`src/rtl/uart_tx_periph_if.sv`:
```
// CPU data-bus port of the UART transmitter peripheral.
// Strobe bus, no handshake: a write/read takes effect on the rising edge that samples
// bus_sel with bus_we/bus_re; bus_rdata is registered, valid the cycle after a read.
interface uart_tx_periph_if;
    logic       bus_sel;
    logic       bus_addr;
    logic       bus_we;
    logic       bus_re;
    logic [7:0] bus_wdata;
    logic [7:0] bus_rdata;

    modport master (
        output bus_sel, bus_addr, bus_we, bus_re, bus_wdata,
        input  bus_rdata
    );

    modport slave (
        input  bus_sel, bus_addr, bus_we, bus_re, bus_wdata,
        output bus_rdata
    );
endinterface

```
`src/rtl/uart_tx_periph.sv`:
```
// Memory-mapped 8N1 UART transmitter: CPU writes bytes into a FIFO, an FSM serialises them on tx.
// Register map: addr 0 = DATA (write pushes), addr 1 = STATUS {4'b0, overflow, busy, empty, full}.
module uart_tx_periph #(
    parameter int CLK_DIV    = 16,
    parameter int FIFO_DEPTH = 4
) (
    input  logic             MAINCLK,
    input  logic             MAINRST,
    uart_tx_periph_if.slave  bus,
    output logic             tx,
    output logic             tx_idle,
    output logic [1:0]       fsm_state
);
    localparam int AW = $clog2(FIFO_DEPTH);
    localparam int BW = (CLK_DIV > 1) ? $clog2(CLK_DIV) : 1;
    localparam logic [BW-1:0] BAUD_LOAD = BW'(CLK_DIV - 1);

    typedef enum logic [1:0] {IDLE = 2'd0, START = 2'd1, DATA = 2'd2, STOP = 2'd3} state_t;

    state_t        state;
    logic [7:0]    fifo_mem [FIFO_DEPTH];
    logic [AW:0]   wr_ptr;
    logic [AW:0]   rd_ptr;
    logic [7:0]    shreg;
    logic [2:0]    bit_cnt;
    logic [BW-1:0] baud;
    logic          overflow;

    logic empty, full, busy, bit_end;
    logic data_wr, push, ovf_evt, ovf_clr, pop;

    assign empty   = (wr_ptr == rd_ptr);
    assign full    = (wr_ptr[AW] != rd_ptr[AW]) && (wr_ptr[AW-1:0] == rd_ptr[AW-1:0]);
    assign busy    = (state != IDLE);
    assign bit_end = (baud == '0);

    // Fullness is the pre-edge value, so a push while full is dropped even if a pop coincides.
    assign data_wr = bus.bus_sel & bus.bus_we & ~bus.bus_addr;
    assign push    = data_wr & ~full;
    assign ovf_evt = data_wr & full;
    assign ovf_clr = bus.bus_sel & bus.bus_we & bus.bus_addr & bus.bus_wdata[0];
    assign pop     = ~empty & ((state == IDLE) | ((state == STOP) & bit_end));

    assign tx_idle   = empty & (state == IDLE);
    assign fsm_state = state;

    always_ff @(posedge MAINCLK) begin
        if (push) fifo_mem[wr_ptr[AW-1:0]] <= bus.bus_wdata;
    end

    always_ff @(posedge MAINCLK or posedge MAINRST) begin
        if (MAINRST) begin
            state         <= IDLE;
            wr_ptr        <= '0;
            rd_ptr        <= '0;
            shreg         <= '0;
            bit_cnt       <= '0;
            baud          <= '0;
            overflow      <= 1'b0;
            tx            <= 1'b1;
            bus.bus_rdata <= 8'h00;
        end else begin
            if (push) wr_ptr <= wr_ptr + 1'b1;
            if (pop)  rd_ptr <= rd_ptr + 1'b1;

            if (ovf_evt)      overflow <= 1'b1;
            else if (ovf_clr) overflow <= 1'b0;

            if (bus.bus_sel & bus.bus_re)
                bus.bus_rdata <= bus.bus_addr ? {4'b0, overflow, busy, empty, full} : 8'h00;

            // tx follows the pre-edge state, so the line lags the FSM by one cycle throughout.
            case (state)
                START:   tx <= 1'b0;
                DATA:    tx <= shreg[0];
                default: tx <= 1'b1;
            endcase

            case (state)
                IDLE: begin
                    if (pop) begin
                        shreg   <= fifo_mem[rd_ptr[AW-1:0]];
                        baud    <= BAUD_LOAD;
                        bit_cnt <= '0;
                        state   <= START;
                    end
                end
                START: begin
                    if (bit_end) begin
                        baud  <= BAUD_LOAD;
                        state <= DATA;
                    end else begin
                        baud <= baud - 1'b1;
                    end
                end
                DATA: begin
                    if (bit_end) begin
                        baud    <= BAUD_LOAD;
                        shreg   <= shreg >> 1;
                        bit_cnt <= bit_cnt + 1'b1;
                        if (bit_cnt == 3'd7) state <= STOP;
                    end else begin
                        baud <= baud - 1'b1;
                    end
                end
                STOP: begin
                    if (bit_end) begin
                        if (pop) begin
                            shreg   <= fifo_mem[rd_ptr[AW-1:0]];
                            baud    <= BAUD_LOAD;
                            bit_cnt <= '0;
                            state   <= START;
                        end else begin
                            state <= IDLE;
                        end
                    end else begin
                        baud <= baud - 1'b1;
                    end
                end
                default: state <= IDLE;
            endcase
        end
    end
endmodule

```
`src/flat_wrapper.sv`:
```
// flat-port wrapper written by rule: the top's interface ports become plain ports
module uart_tx_periph_flat 
#(
    parameter int CLK_DIV    = 16,
    parameter int FIFO_DEPTH = 4
)
  (MAINCLK, MAINRST, tx, tx_idle, fsm_state, bus_bus_sel, bus_bus_addr, bus_bus_we, bus_bus_re, bus_bus_wdata, bus_bus_rdata);
  uart_tx_periph_if bus_i ();
  input  logic MAINCLK;
  input  logic MAINRST;
  output logic tx;
  output logic tx_idle;
  output logic [1:0] fsm_state;
  input wire logic [$bits(bus_i.bus_sel)-1:0] bus_bus_sel;
  input wire logic [$bits(bus_i.bus_addr)-1:0] bus_bus_addr;
  input wire logic [$bits(bus_i.bus_we)-1:0] bus_bus_we;
  input wire logic [$bits(bus_i.bus_re)-1:0] bus_bus_re;
  input wire logic [$bits(bus_i.bus_wdata)-1:0] bus_bus_wdata;
  output wire logic [$bits(bus_i.bus_rdata)-1:0] bus_bus_rdata;
  assign bus_i.bus_sel = bus_bus_sel;
  assign bus_i.bus_addr = bus_bus_addr;
  assign bus_i.bus_we = bus_bus_we;
  assign bus_i.bus_re = bus_bus_re;
  assign bus_i.bus_wdata = bus_bus_wdata;
  assign bus_bus_rdata = bus_i.bus_rdata;
  uart_tx_periph #(.CLK_DIV(CLK_DIV), .FIFO_DEPTH(FIFO_DEPTH)) u_core (.MAINCLK(MAINCLK), .MAINRST(MAINRST), .bus(bus_i), .tx(tx), .tx_idle(tx_idle), .fsm_state(fsm_state));
endmodule
```
`config.mk`:
```
export PLATFORM = sky130hd
export DESIGN_NAME = uart_tx_periph_flat
export DESIGN_NICKNAME = d
export VERILOG_FILES = /design/src/rtl/uart_tx_periph_if.sv /design/src/rtl/uart_tx_periph.sv /design/src/flat_wrapper.sv
export SDC_FILE = /design/constraint.sdc
export NUM_CORES = 1
export LEC_CHECK = 0
export CORE_MARGIN = 2
export CORE_UTILIZATION = 54
export DETAILED_ROUTE_END_ITERATION = 8
export PLACE_DENSITY = 0.78
export SYNTH_ARGS = -nofsm -noshare
export SYNTH_HDL_FRONTEND = slang
export SYNTH_SLANG_ARGS = --single-unit
```
`constraint.sdc`:
```
create_clock -name MAINCLK -period 4.58 [get_ports MAINCLK]
set_input_delay 0.687 -clock MAINCLK [delete_from_list [all_inputs] [get_ports MAINCLK]]
set_output_delay 0.687 -clock MAINCLK [all_outputs]
set_load 0.01 [all_outputs]
```
Yosys cells after proc, flatten, opt, wreduce, memory -nomap -nowiden

Memory sizes are Yosys's and may differ from the RTL's.
Index checks and enable logic that the tools add are counted.
W data, S select, Z words.

Input port bits: 14
Register bits after elaboration: 33
Logic and storage cells: 74
Output and inout bits: 12
Memory bits (writable): 32
Memories kept: 1

Bitwise operators: 14
Reductions and logical operators: 9
Equal/unequal tests: 12
Add/subtract/negate cells: 4
Multiplexer cells: 25

Memories:

| name            | depth | bits a word | rd ports | clocked after Yosys merged registers in | wr ports | line                 | RTL |
|---|---|---|---|---|---|---|---|
| u_core.fifo_mem | 4     | 8           | 1        | 0                                       | 1        | uart_tx_periph.sv:21 | `logic [7:0] fifo_mem [FIFO_DEPTH];` |

Operators by type and width:

| kind                  | count |
|---|---|
| $mux W8               | 3 |
| $pmux W8 S3           | 1 |
| $mux W4               | 4 |
| $pmux W4 S3           | 1 |
| $and A1 B1 Y1         | 10 |
| $mux W2               | 5 |
| $ne A2 B1 Y1 const B  | 5 |
| $add A3 B1 Y3 const B | 3 |
| $mux W3               | 3 |
| $pmux W3 S3           | 1 |
| $pmux W2 S4           | 1 |
| $mux W1               | 5 |
| $reduce_and A5 Y1     | 1 |
| $eq A2 B2 Y1 const B  | 2 |
| $logic_not A4 Y1      | 1 |
| $reduce_bool A2 Y1    | 2 |
| $sub A4 B1 Y4 const B | 1 |
| $eq A3 B3 Y1          | 1 |
| $eq A3 B3 Y1 const B  | 1 |
| $not A1 Y1            | 3 |
| $reduce_and A3 Y1     | 1 |
| $reduce_bool A3 Y1    | 1 |
| $eq A2 B1 Y1 const B  | 1 |
| $eq A2 B2 Y1          | 1 |
| other kinds (6)       | 6 |

Depth between registers and ports, before layout

Gate-level depths: netlist (run 1).

Depth in word-level cells: 7
Gate-level depth with buffers: 7
Depth with buffers taken out: 6

Worst setup path after synthesis (run 1)

OpenSTA, ideal clock, no wires.

Kind: register to register
From: register u_core.baud[0]
To: register u_core.shreg[1]
Cell stages (with the launch flop): 7
Arrival time: 1.845 ns
Required time: 4.455 ns
Setup slack: 2.610 ns
Library setup time: 0.125 ns
Period minus slack after synthesis: 1.970 ns
Path buffers: 0
Path through: dfrtp_1 -> inv_1 -> ha_1 -> nor3b_1 -> nand2_1 -> a31oi_4 -> mux2_2

Longest elaborated chain between the ends: 7
Elaborated cells between the ends (all ways): 10
Classes of those cells: 2 x eq/ne; 3 x mux; 3 x bitwise; 2 x reduce/logical

RTL lines:

| what                   | line                  | RTL |
|---|---|---|
| from (decl)            | uart_tx_periph.sv:26  | `logic [BW-1:0] baud;` |
| from (signal assigned) | uart_tx_periph.sv:93  | `baud <= baud - 1'b1;` |
| from (signal assigned) | uart_tx_periph.sv:103 | `baud <= baud - 1'b1;` |
| from (signal assigned) | uart_tx_periph.sv:117 | `baud <= baud - 1'b1;` |
| $logic_not A4 Y1 (*)   | uart_tx_periph.sv:35  | `assign bit_end = (baud == '0);` |
| $and A1 B1 Y1          | uart_tx_periph.sv:42  | `assign pop = ~empty & ((state == IDLE) \| ((state == STOP) & bit_end));` |
| $or A1 B1 Y1           | uart_tx_periph.sv:42  |  |
| $and A1 B1 Y1          | uart_tx_periph.sv:42  |  |
| $mux W8 (2 in series)  | -                     |  |
| $pmux W8 S3            | -                     |  |
| to (signal assigned)   | uart_tx_periph.sv:82  | `shreg <= fifo_mem[rd_ptr[AW-1:0]];` |
| to (signal assigned)   | uart_tx_periph.sv:99  | `shreg <= shreg >> 1;` |
| to (signal assigned)   | uart_tx_periph.sv:109 | `shreg <= fifo_mem[rd_ptr[AW-1:0]];` |
| to (decl)              | uart_tx_periph.sv:24  | `logic [7:0] shreg;` |

Every way passes the cells marked *; elsewhere a longest branch is shown, timed or not. The select of a mux whose other input is x is not followed.
A chain may end at the register's enable or synchronous reset.

Final worst setup path (run 1)

From: register u_core.rd_ptr[0]
To: output port tx_idle

Longest elaborated chain between the ends: 2

RTL lines:

| what                   | line                 | RTL |
|---|---|---|
| from (decl)            | uart_tx_periph.sv:23 | `logic [AW:0] rd_ptr;` |
| from (signal assigned) | uart_tx_periph.sv:64 | `if (pop) rd_ptr <= rd_ptr + 1'b1;` |
| $eq A3 B3 Y1           | uart_tx_periph.sv:32 | `assign empty = (wr_ptr == rd_ptr);` |
| $and A1 B1 Y1          | uart_tx_periph.sv:44 | `assign tx_idle = empty & (state == IDLE);` |
| to (decl)              | flat_wrapper.sv:12   | `output logic tx_idle;` |

Every way passes these cells.

==> flow_metrics.tcl, run 1 <==
set metrics [dict create \
    r2r_slack_ps 2120 \
    hold_viol_final 0 \
    route.met3.wl_um 204 \
    clkLatencyLatePin_ps 350 \
    die_w_um 77.9 \
    grt_usage_pct 18.4 \
    slowest_delay_ps 580 \
    vias 1723 \
    critPathCaptureType "primary output" \
    num_rows 26 \
    synth.avg_cell_area_um2 13.6 \
    port_buffers 21 \
    synth_cells 217 \
    antenna_found_initial 0 \
    cts_tree "yes" \
    worstPathCellList "xnor2_1 -> nand4_1 -> inv_1 -> clkdlybuf4s50_1" \
    routed.top_layer "met4" \
    slew_viol_final 0 \
    layout_commonest_cell "edfxtp_1" \
    holdPathStages 2 \
    hp-class "flop to flop" \
    routed_wl_um 4920 \
    max_freq_mhz 343 \
    seq_power_share_pct 39.0 \
    final_layout_size_suffix_gt1_share_pct 15.7 \
    wl_met1_um 2420 \
    crit_arrival_ps 2230 \
    slowest_stage "dfrtp_1" \
    maxCapViolCount 0 \
    gp_congestion 0.781 \
    p_sw_uw 820 \
    die_h_um 77.9 \
    viasPerCell 5.42 \
    io_pins 26 \
    skew_ps 11.0 \
    r2r-end "u_core.shreg[6]" \
    die_area_mm2 0.00607 \
    p_per_area_mw_per_mm2 647 \
    worst-path-buf-inv 2 \
    crit_required_ps 3890 \
    worstHoldEndpoint "u_core.bus.bus_rdata[3]" \
    rr_startpoint "u_core.baud[0]" \
    overflow 0 \
    min_from "u_core.bus.bus_rdata[3]" \
    outcome "finished, final reports clean" \
    rsz0062_at_grt "no" \
    place_inst 302 \
    netlist_area_mm2 0.00295 \
    placed_cell_area_mm2 0.00320 \
    diodes 0 \
    yosysWarnings 0 \
    cpLargestDelayFamily "buffers and inverters" \
    finalInstanceArea_mm2 0.00337 \
    leakagePower_nw 1.32 \
    mostFrequentLayoutCells "edfxtp_1, dfrtp_1, clkdlybuf4s50_1, nand2_1, inv_1" \
    h-tree-depth 3 \
    period_needed_ps 2920 \
    clkPwrFrac_pct 19.1 \
    syn2layout_area_growth_pct 14.3 \
    cts_buffer_depth 2 \
    grt_pass1_wl_um 8250 \
    cts_root_buf "clkbuf_8" \
    drt_iter0_drc 115 \
    clock-sinks 61 \
    fin_nets 271 \
    cts_resized 0 \
    yosys.cell_types.count 47 \
    grt_max_degree 30 \
    ir_drop_mv 0.392 \
    drcViolationCount 0 \
    cts_buffers 9 \
    met2_length_um 2230 \
    synth_top_cells_by_area "edfxtp_1, dfrtp_1, ha_1, mux2_2, mux4_1" \
    ys_seq_elements 61 \
    yosysSeqAreaShare_pct 57.3 \
    tightest_slew_ps 1130 \
    worstPathMaxFanout 12 \
    grt_pass1_vias 1701 \
    setup_viol 0 \
    postCtsHoldBufs 0 \
    combPwrFrac_pct 41.8 \
    synth_edf_count 32 \
    tns_ps 0 \
    rr_worst_depth 6 \
    layout.cells.non_filler 318 \
    firstDrtPassIters 5 \
    post-cts-setup-buffer-count 0 \
    synth_top_area_cell "edfxtp_1" \
    antenna_left 0 \
    dp_hpwl_um 3540 \
    swShare_pct 37.6 \
    coreArea_mm2 0.00517 \
    yosys.area.top_type_share_pct 32.6 \
    holdWs_ps 489 \
    timing.final.crit_share_pct 63.7 \
    initial_utilization_pct 57.0 \
    clk_pin_slew_ps 70 \
    wire_per_inst_um 15.5 \
    max_slew_margin_pct 24.6 \
    worst_setup_path_start_kind "flop" \
    timing.setup.critical_path_class "flop to primary output" \
    async_reset_ff_share_pct 47.5 \
    synth_ff_type "edfxtp_1" \
    internal-power_mw 1.36 \
]
[layer usage]
metal | GRT usage, % | vias to the layer above
met3 | 6.74 | 6
met1 | 24.9 | 830
met2 | 26.2 | 36
li1 | - | 851
met5 | 0 | -
met4 | 9.46 | 0
[power by group through the flow]
stage	clock (mW)	combinational, mW	sequential [mW]
2_1_floorplan	0	0.735	0.817
3_3_place_gp	0	0.893	0.855
3_5_place_dp	0	0.910	0.862
4_1_cts	0.425	0.915	0.850
5_1_grt	0.454	1.02	0.874
6_report	0.417	0.912	0.850
[final cells by class]
| type | instances | area, µm² |
|---|---|---|
| inverter | 16 | 60.1 |
| timing repair buffer | 21 | 210 |
| clock inverter | 7 | 51.3 |
| tap | 70 | 87.6 |
| sequential | 61 | 1690 |
| multi-input combinational | 134 | 1150 |
| fill | 384 | 1800 |
| clock buffer | 9 | 124 |
[state kept, by name (all words and copies together), names as in the netlist]
| signal | flops |
|---|---|
| u_core.fsm_state | 2 |
| u_core.bus.bus_rdata | 4 |
| u_core.bit_cnt | 3 |
| u_core.rd_ptr | 3 |
| u_core.overflow | 1 |
| u_core.shreg | 8 |
| u_core.fifo_mem | 32 |
| u_core.baud | 4 |
| u_core.wr_ptr | 3 |
| u_core.tx | 1 |
[kinds of logic after synthesis]
| family | Yosys count | share of synthesized area [%] |
|---|---|---|
| other cells | 1 | 0.127 |
| xor+xnor | 10 | 3.23 |
| mux | 23 | 12.4 |
| simple gates | 46 | 7.60 |
| fa+ha+maj | 14 | 5.94 |
| compound gates | 37 | 9.38 |
| buf+inv | 25 | 4.12 |
| flops | 61 | 57.3 |
[cells in the mapped netlist, types with 4 or more instances]
cell type and n:
a21oi_1 7, and2_1 5, buf_4 5, dfrtp_1 28, edfxtp_1 32, ha_1 14, inv_1 16, mux2_2 12
mux4_1 5, nand2_1 18, nand3_1 4, nor2_1 8, o21ai_0 9, xnor2_1 6
[worst max-delay path by stage]
stage | startpoint | to | slack [ps] | depth (start not counted)
2_1_floorplan | u_core.baud[0] | u_core.shreg[1] | 2610 | 6
3_3_place_gp | bus_bus_sel | u_core.fifo_mem[3][2] | 2030 | 4
3_5_place_dp | bus_bus_sel | u_core.fifo_mem[0][3] | 1970 | 4
4_1_cts | u_core.rd_ptr[0] | tx_idle | 1660 | 4
5_1_grt | u_core.rd_ptr[0] | tx_idle | 1490 | 4
6_report | u_core.rd_ptr[0] | tx_idle | 1660 | 4
[worst register-to-register path, delay by kind of cell (launching register included)]
kind	cells	cell delay (ps)
mux	1	380
flops	1	390
simple gates	2	840
compound gates	1	380
buf+inv	1	120
fa+ha+maj	1	250
[metrics by stage]
| step | util (%) | setup WS, ps | power (mW) |
|---|---|---|---|
| 5_1_grt | 65.2 | 1490 | 2.34 |
| 6_report | 65.2 | 1660 | 2.18 |
| 4_1_cts | 65.2 | 1660 | 2.19 |
| 3_3_place_gp | 61.8 | 2030 | 1.75 |
| 2_1_floorplan | - | 2610 | 1.55 |
| 3_5_place_dp | 61.8 | 1970 | 1.77 |
(Power assumes the default switching activity.)
==> inputs of run 2 (changes only) <==
==> constraint.sdc (replaced) <==
create_clock -name MAINCLK -period 2.86 [get_ports MAINCLK]
set_input_delay 0.429 -clock MAINCLK [delete_from_list [all_inputs] [get_ports MAINCLK]]
set_output_delay 0.429 -clock MAINCLK [all_outputs]
set_load 0.01 [all_outputs]
==> run 2 against run 1 <==
Net effect: die area stayed put; sequential cell count stayed put; sequential share of layout area is 0.22 points lower; critical path depth stayed put; clock skew is 3.9 ps lower; core utilization is 0.29 points higher; global-route usage is 0.24 points lower; register-to-register slack worse by 1600 ps; worst setup slack worse by 1500 ps; sequential power is 60% higher; final cell count is 0.63% higher; wire length is 2.1% higher; critical path type unchanged; critical endpoint unchanged; largest power group unchanged.
==> flow_metrics.tcl, run 2 (synthesis gave the netlist of run 1 again) <==
set metrics [dict create \
    diodes 0 \
    use_met3_pct 4.88 \
    wire_per_inst_um 15.7 \
    grt_usage_pct 18.2 \
    die_h_um 77.9 \
    crit_arrival_ps 2270 \
    port_buffers 21 \
    busiest_layer "met2" \
    placed_cell_area_mm2 0.00321 \
    gp_congestion 0.807 \
    largest_reg_flops 32 \
    layout.cells.non_filler 320 \
    clkLatencyLatePin_ps 340 \
    max_freq_mhz 371 \
    cts_root_buf "clkbuf_8" \
    final_layout_size_suffix_gt1_share_pct 16.4 \
    period_needed_ps 2700 \
    ir_drop_mv 0.533 \
    tns_ps 0 \
    overflow 0 \
    antenna_found_initial 0 \
    cts_buffers 9 \
    hold_viol_final 0 \
    antenna_left 0 \
    drcViolationCount 0 \
    mostFrequentLayoutCells "edfxtp_1, dfrtp_1, clkdlybuf4s50_1, nand2_1, inv_1" \
    postCtsHoldBufs 0 \
    cts_resized 0 \
    holdWs_ps 459 \
    timing.final.crit_share_pct 94.3 \
    leakagePower_nw 1.33 \
    tightest_slew_ps 631 \
    clock-sinks 61 \
    skew_ps 7.11 \
    hp-class "primary input to async pin" \
    setup_viol 0 \
    grt_pass1_wl_um 8390 \
    grt_pass1_vias 1753 \
    worst_setup_path_start_kind "flop" \
    viasPerCell 5.60 \
    num_rows 26 \
    firstDrtPassIters 5 \
    h-tree-depth 3 \
    rsz0062_at_grt "no" \
    post-cts-setup-buffer-count 0 \
    layout_commonest_cell "edfxtp_1" \
    vias 1793 \
    place_inst 304 \
    io_pins 26 \
    maxCapViolCount 0 \
    worstPathMaxFanout 12 \
    die_area_mm2 0.00607 \
    coreArea_mm2 0.00517 \
    use_met2_pct 27.6 \
    routed_wl_um 5020 \
    outcome "finished, final reports clean" \
    cts_buffer_depth 2 \
    fin_nets 273 \
    critPathCaptureType "primary output" \
    timing.setup.critical_path_class "flop to primary output" \
    initial_utilization_pct 57.0 \
    met1_usage_pct 25.5 \
    die_w_um 77.9 \
    dp_hpwl_um 3650 \
    clk_pin_slew_ps 70 \
    syn2layout_area_growth_pct 14.9 \
    slew_viol_final 0 \
    finalInstanceArea_mm2 0.00339 \
    grt_max_degree 16 \
    drt_iter0_drc 105 \
    max_slew_margin_pct 57.8 \
    p_per_area_mw_per_mm2 1040 \
    p_total_mw 3.51 \
    cts_tree "yes" \
    crit_required_ps 2430 \
]
## run 2: cell types whose count changed in the layout (fill, tap and decap cells not counted)
cell	previous run	this run
buf_4	0	2
## run 2: final cells by class
type / count / area, µm²
inverter: 16 / 60.1
clock buffer: 9 / 124
fill: 379 / 1790
clock inverter: 7 / 51.3
tap: 70 / 87.6
multi-input combinational: 134 / 1150
sequential: 61 / 1690
timing repair buffer: 23 / 225
## run 2: layer usage
| layer | share of wire (%) | vias up |
|---|---|---|
| li1 | - | 852 |
| met1 | 49 | 898 |
| met2 | 47 | 35 |
| met3 | 2.6 | 8 |
| met4 | 1.2 | 0 |
| met5 | 0 | - |
## run 2: critical path, stage by stage (launching register included)
cell and delay (ps):
dfrtp_1 590, xnor2_1 440, nand4_1 270, inv_1 100
clkdlybuf4s50_1 530
## run 2: final timing paths
path                                         startpoint                      end  slack (ps)  depth (start not counted)
worst max-delay path                   u_core.rd_ptr[0]                  tx_idle         160                          4
worst min-delay path                            MAINRST          u_core.shreg[0]         460                          2
worst max register to register         u_core.rd_ptr[0]    u_core.fifo_mem[3][1]         480                          3
worst min register to register  u_core.bus.bus_rdata[3]  u_core.bus.bus_rdata[3]         500                          2
max in group asynchronous                       MAINRST                u_core.tx        1700                          3
min in group MAINCLK            u_core.bus.bus_rdata[3]  u_core.bus.bus_rdata[3]         500                          2
## run 2: power by group
part / leakage [nW] / total, mW / switching, mW / internal, mW
combinational: 0.596 / 1.47 / 0.744 / 0.723
sequential: 0.642 / 1.36 / 0.219 / 1.15
clock: 0.0909 / 0.676 / 0.358 / 0.318
total: 1.33 / 3.51 / 1.32 / 2.19
## run 2: metrics by stage
stage,setup WS (ps),util [%]
final,164,65.5
after global routing,27.4,65.5
after CTS,178,65.5
after detailed placement,461,62.1
after global placement,562,62.1
after floorplan,890,-
